===== config.mk =====
export PLATFORM = sky130hd
export DESIGN_NAME = fetch_unit
export DESIGN_NICKNAME = d
export VERILOG_FILES = /design/src/rtl/fetch_unit.sv
export SDC_FILE = /design/constraint.sdc
export NUM_CORES = 1
export LEC_CHECK = 0
export CAP_MARGIN = 0
export CORE_MARGIN = 1.5
export CORE_UTILIZATION = 47
export CTS_BUF_LIST = sky130_fd_sc_hd__clkbuf_4 sky130_fd_sc_hd__clkbuf_8 sky130_fd_sc_hd__clkbuf_16
export CTS_CLUSTER_SIZE = 10
export DETAILED_ROUTE_END_ITERATION = 8
export PLACE_DENSITY = 0.82
export SLEW_MARGIN = 20
export SYNTH_ARGS = -nofsm -noshare
export SYNTH_HDL_FRONTEND = slang
export SYNTH_SLANG_ARGS = --single-unit

===== constraint.sdc =====
create_clock -name clk -period 3.5 [get_ports clk]
set_input_delay 0.35 -clock clk [delete_from_list [all_inputs] [get_ports clk]]
set_output_delay 0.35 -clock clk [all_outputs]
set_load 0.02 [all_outputs]

===== src/rtl/fetch_unit.sv =====
// Instruction fetch unit: owns the PC and instruction register. It issues
// instruction-memory reads through an IDLE/REQ/DONE handshake and applies
// jump/branch redirects. A redirect that arrives while a fetch is in flight
// is held in a one-entry pending register and used at the next ack instead
// of pc+4. A fetch with no ack is aborted after TIMEOUT request cycles, and
// this sets a sticky fault flag.
module fetch_unit #(
    parameter logic [31:0] RESET_PC = 32'h0000_0000,
    parameter int          TIMEOUT  = 16
) (
    input  logic        clk,
    input  logic        rst,
    input  logic        fetch_en,
    input  logic        jump_flag,
    input  logic        branch_flag,
    input  logic        alu_zero,
    input  logic [31:0] branch_target,
    output logic        imem_req,
    output logic [31:0] imem_addr,
    input  logic [31:0] imem_rdata,
    input  logic        imem_ack,
    output logic [31:0] ir,
    output logic [5:0]  opcode,
    output logic [5:0]  funct,
    output logic [31:0] pc,
    output logic [31:0] pc_plus4,
    output logic        ir_valid,
    output logic        busy,
    output logic        fault
);

    typedef enum logic [1:0] {IDLE, REQ, DONE} state_t;

    localparam logic [1:0] PEND_NONE   = 2'd0;
    localparam logic [1:0] PEND_JUMP   = 2'd1;
    localparam logic [1:0] PEND_BRANCH = 2'd2;
    localparam logic [7:0] WAIT_LAST   = 8'(TIMEOUT - 1);

    state_t      state_reg;
    logic [31:0] pc_reg;
    logic [31:0] ir_reg;
    logic [7:0]  wait_cnt_reg;
    logic        fault_reg;
    logic        imem_req_reg;
    logic        ir_valid_reg;
    logic        busy_reg;
    logic [1:0]  pend_type_reg;
    logic [29:0] pend_tgt_reg;

    logic        br_taken;
    logic        redirect_now;
    logic [1:0]  new_type;
    logic [29:0] new_tgt;
    logic [1:0]  eff_type;
    logic [29:0] eff_tgt;
    logic [31:0] jump_pc;
    logic [31:0] branch_pc;
    logic [31:0] ack_pc;

    assign br_taken     = branch_flag & alu_zero;
    assign redirect_now = jump_flag | br_taken;
    assign jump_pc      = {pc_reg[31:28], ir_reg[25:0], 2'b00};
    assign branch_pc    = {branch_target[31:2], 2'b00};

    // Incoming redirect encoded as a pending entry; jump beats a taken branch.
    // A jump stores the 26-bit field of the current ir, a branch stores the word address.
    assign new_type = jump_flag ? PEND_JUMP : (br_taken ? PEND_BRANCH : PEND_NONE);
    assign new_tgt  = jump_flag ? {4'b0000, ir_reg[25:0]} : branch_target[31:2];

    // A redirect that coincides with the ack is the newest one, so it overrides the pending entry.
    assign eff_type = redirect_now ? new_type : pend_type_reg;
    assign eff_tgt  = redirect_now ? new_tgt  : pend_tgt_reg;

    // Next PC at ack, in priority order: pending jump, pending branch, then sequential (wraps mod 2^32).
    always_comb begin
        ack_pc = pc_reg + 32'd4;
        if (eff_type == PEND_JUMP)
            ack_pc = {pc_reg[31:28], eff_tgt[25:0], 2'b00};
        else if (eff_type == PEND_BRANCH)
            ack_pc = {eff_tgt, 2'b00};
    end

    // Fetch FSM: one block holds all state and the registered handshake outputs.
    always_ff @(posedge clk or posedge rst) begin
        if (rst) begin
            state_reg     <= IDLE;
            pc_reg        <= RESET_PC;
            ir_reg        <= 32'h0;
            wait_cnt_reg  <= 8'h0;
            fault_reg     <= 1'b0;
            imem_req_reg  <= 1'b0;
            ir_valid_reg  <= 1'b0;
            busy_reg      <= 1'b0;
            pend_type_reg <= PEND_NONE;
            pend_tgt_reg  <= 30'h0;
        end else begin
            case (state_reg)
                IDLE: begin
                    // The redirect is applied in this cycle, so a fetch that starts now reads the redirected pc.
                    if (jump_flag)
                        pc_reg <= jump_pc;
                    else if (br_taken)
                        pc_reg <= branch_pc;
                    if (fetch_en && !fault_reg) begin
                        state_reg    <= REQ;
                        imem_req_reg <= 1'b1;
                        busy_reg     <= 1'b1;
                        wait_cnt_reg <= 8'h0;
                    end
                end
                REQ: begin
                    if (imem_ack) begin
                        ir_reg        <= imem_rdata;
                        pc_reg        <= ack_pc;
                        pend_type_reg <= PEND_NONE;
                        wait_cnt_reg  <= 8'h0;
                        imem_req_reg  <= 1'b0;
                        ir_valid_reg  <= 1'b1;
                        state_reg     <= DONE;
                    end else if (wait_cnt_reg == WAIT_LAST) begin
                        // Abort: pc, ir and the pending entry keep their values.
                        wait_cnt_reg <= 8'h0;
                        imem_req_reg <= 1'b0;
                        busy_reg     <= 1'b0;
                        fault_reg    <= 1'b1;
                        state_reg    <= IDLE;
                    end else begin
                        wait_cnt_reg <= wait_cnt_reg + 8'd1;
                        if (redirect_now) begin
                            pend_type_reg <= new_type;
                            pend_tgt_reg  <= new_tgt;
                        end
                    end
                end
                DONE: begin
                    ir_valid_reg <= 1'b0;
                    busy_reg     <= 1'b0;
                    state_reg    <= IDLE;
                    if (redirect_now) begin
                        pend_type_reg <= new_type;
                        pend_tgt_reg  <= new_tgt;
                    end
                end
                default: begin
                    state_reg    <= IDLE;
                    imem_req_reg <= 1'b0;
                    ir_valid_reg <= 1'b0;
                    busy_reg     <= 1'b0;
                end
            endcase
        end
    end

    assign imem_req  = imem_req_reg;
    assign imem_addr = pc_reg;
    assign ir        = ir_reg;
    assign opcode    = ir_reg[31:26];
    assign funct     = ir_reg[5:0];
    assign pc        = pc_reg;
    assign pc_plus4  = pc_reg + 32'd4;
    assign ir_valid  = ir_valid_reg;
    assign busy      = busy_reg;
    assign fault     = fault_reg;

endmodule


==> metrics.md, run 1 <==
| Metric | Value |
|---|---|
| Antenna violations before repair | 0 |
| Vias in the first global route | 5,782 |
| First-pass GRT wire length | 30,400 um |
| Wire per inst | 19.0 um |
| Clock Latency Late Sink | 0.35 ns |
| Max frequency | 294 MHz |
| Most frequent cells in the layout | 205 x clkdlybuf4s50_1, 108 x dfrtp_1, 58 x nand2_1, 48 x a21oi_1, 45 x o21ai_0 |
| Crit-path max cell delay | 0.69 ns |
| Post-synthesis sequential area ratio | 42.0% |
| Post-route clock period utilization | 97.2% |
| Area post-placement | 8340 um^2 |
| Clock Skew | 0.00955 ns |
| Setup WS post-layout | 0.0976 ns |
| Port bufs | 206 |
| Max-cap viol count | 0 |
| Mapped Avg Cell Area | 9.66 um^2 |
| Worst EP arrival | 3.05 ns |
| Gate Count Post-Synth | 666 |
| RSZ-0062 raised after global routing | no |
| Total length of routed wires | 19,000 um |
| Status | finished, final reports clean |
| Prevailing post-synth register cell | dfrtp_1 |
| Post-CTS Repair Setup Buffers | 0 |
| P_int | 4.86 mW |
| Total GRT Usage | 26.5% |
| Crit Path Max Fanout | 10 |
| Die Footprint | 14,400 um^2 |
| Initial core utilization | 48.4% |
| Largest net degree at the start of global routing | 62 |
| Std-Cell Rows | 42 |
| CTS tree | yes |
| Setup TNS | 0 ns |
| DP Worst Slack | 0.517 ns |
| CTS clock-pin slew for the worst setup and hold paths | 0.07 ns |
| Worst slew margin | 37.4% |
| Drt first pass iters | 6 |
| CTS Sinks | 108 |
| Peak supply drop | 0.500 mV |
| H-tree depth | 3 |
| Die H | 120 um |
| Synth Warn # | 0 |
| GR Util met2 | 42.5% |
| Post-DP HPWL | 14,200 um |
| GPL Wtd Cong | 0.897 |
| Vias/cell | 5.96 |
| Met1 usage | 36.2% |
| Yosys reg bits | 108 |
| Clock power frac | 12.1% |
| Count of final hold-check violations | 0 |
| GRT Max-Usage Layer | met2 |
| # nets final | 894 |
| Ys async rst share | 100% |
| Post-detailed-route count of antenna-violating nets | 0 |
| Distinct cells, synth | 68 |
| Tmin final | 3.40 ns |
| Hold Path Depth | 1 |
| Critical path capture point type | output pin |
| Number of instances in the placed design | 986 |
| Final setup viols | 0 |
| Met3 usage | 3.99% |
| TritonCTS buffer count | 9 |
| Commonest non-fill, non-tap cell in the layout | clkdlybuf4s50_1 |
| Slew @ Worst Pin | 0.935 ns |
| CORE AREA | 13,300 um^2 |
| Routed via count | 5,965 |
| Crit-path slowest cell | clkdlybuf4s50_1 |
| Hold WC Path Type | register to register |
| Register share of total power | 29.5% |
| Filler Cell Count | 1,048 |
| Kind of critical path | register to output pin |
| # IOs | 215 |
| Non-Filler Instances | 1,001 |
| Longest Clk Path Bufs | 2 |
| Setup crit start kind | register |
| Layout cells sized above 1 | 11.6% |
| Post-synth EDFFs | 0 |
| Initial DRC count | 626 |
| Area delta synth->final | 34.5% |
| Max reg flops | 32 |
| Remaining global-route overflow | 0 |
| Pleak | 3.56 nW |
| FF-to-FF path depth | 6 |
| Clk root buf | clkbuf_16 |
| Final instance area | 8660 um^2 |
| Final Slew Violations | 0 |
| Antenna cell count | 0 |
| P_sw | 3.99 mW |
| PwrDens | 1020 nW/um^2 |
| Comb power frac | 58.4% |
| Die width | 120 um |
| Switching share of power | 45.1% |
| Worst-path cell chain | ha_1 -> nand2_1 -> nor4_4 -> nand3_1 -> xnor2_1 -> clkdlybuf4s50_1 |
| Area of the mapped netlist | 6440 um^2 |
| CP Data Required Time | 3.15 ns |
| Drt drc | 0 |
-- stage by stage --
stage,utilization (%),power (mW),hold slack [ns]
5_1_grt,65.1,9.32,0.515
3_5_place_dp,62.8,7.73,0.471
6_report,65.1,8.85,0.485
4_1_cts,65.1,8.82,0.487
2_1_floorplan,-,5.69,0.443
3_3_place_gp,62.8,7.56,0.460
-- critical path: cells and delay by family (launching register included) --
family / cells / cell delay, ns
DFF: 1 / 0.49
buffers and inverters: 1 / 0.69
adders and majority gates: 1 / 0.34
and+or+nand+nor: 3 / 0.84
xor gates and xnor gates: 1 / 0.35
-- cell type report --
| class | instances | area (um^2) | area share, % |
|---|---|---|---|
| multi-input cells | 472 | 3220 | 37.2 |
| well taps | 176 | 220 | 2.54 |
| inverters | 9 | 36.3 | 0.419 |
| clock buffers | 12 | 267 | 3.08 |
| flip-flops and latches | 108 | 2700 | 31.2 |
| clock inverters | 3 | 43.8 | 0.506 |
| repair buffers | 221 | 2170 | 25.1 |
-- cell families after synthesis --
group | share of synthesized area, %
other | 0.0583
xor gates and xnor gates | 4.22
and+or+nand+nor | 16.9
AOI/OAI and AO/OA | 16.5
muxes | 11.5
buffers and inverters | 8.46
DFF | 42.0
adders and majority gates | 0.389
-- power groups by stage --
stage | logic (mW) | clock network [mW] | registers [mW]
6_report | 5.17 | 1.07 | 2.61
5_1_grt | 5.49 | 1.12 | 2.71
4_1_cts | 5.15 | 1.07 | 2.60
3_5_place_dp | 5.12 | 0 | 2.61
3_3_place_gp | 5.02 | 0 | 2.54
2_1_floorplan | 2.86 | 0 | 2.82
-- synthesized netlist by cell type, drive strengths merged (5+ instances only) --
cell      n  area [um^2]
or4       5         45.0
nand2    58          218
nor4     10          108
nand2b    6         37.5
nand3    24          125
buf      66          449
dfrtp   108         2700
nor3     14         96.4
xnor2    18          158
a21o      5         37.5
o21ai    50          250
and3     11         68.8
inv       9         33.8
clkbuf   16         61.3
mux2     40          450
xor2     13          114
nor2     44          165
a22o      7         61.3
nand4    10         77.6
a21oi    50          265
mux2i    29          290
-- routing by layer --
metal,share of wire [%],vias to the layer above
met4,2.4,0
met3,8.8,49
met5,0,-
li1,-,2677
met2,47,380
met1,42,2859
-- final timing paths --
| path | start | end | slack, ns |
|---|---|---|---|
| min reg2reg | ir_valid$_DFFE_PP0P_ | ir_valid$_DFFE_PP0P_ | 0.49 |
| min | ir_valid$_DFFE_PP0P_ | ir_valid$_DFFE_PP0P_ | 0.49 |
| min in group asynchronous | rst | ir_valid$_DFFE_PP0P_ | 0.50 |
| max reg2reg | wait_cnt_reg[4]$_DFFE_PP0P_ | pend_tgt_reg[13]$_DFFE_PP0P_ | 0.82 |
| max in group asynchronous | rst | ir[0]$_DFFE_PP0P_ | 2.18 |
| max | imem_addr[2]$_DFFE_PP0P_ | pc_plus4[20] | 0.1 |
-- timing repair --
action | 4_1_cts | 5_1_grt
hold buffers | 0 | 0
endpoints found under the setup margin | 0 | 1
gates resized for setup | 0 | 1
(Power assumes the default switching activity.)
==> inputs of run 2 (changes only) <==
Settings changed: ABC_CLOCK_PERIOD_IN_PS set to 3500.
==> results of run 2 <==
The final DEF is identical to that of run 1; final timing and power are the same.
==> inputs of run 3 (changes only) <==
Settings changed: TNS_END_PERCENT set to 30.
==> results of run 3 <==
The final DEF is identical to that of run 1; final timing and power are the same.
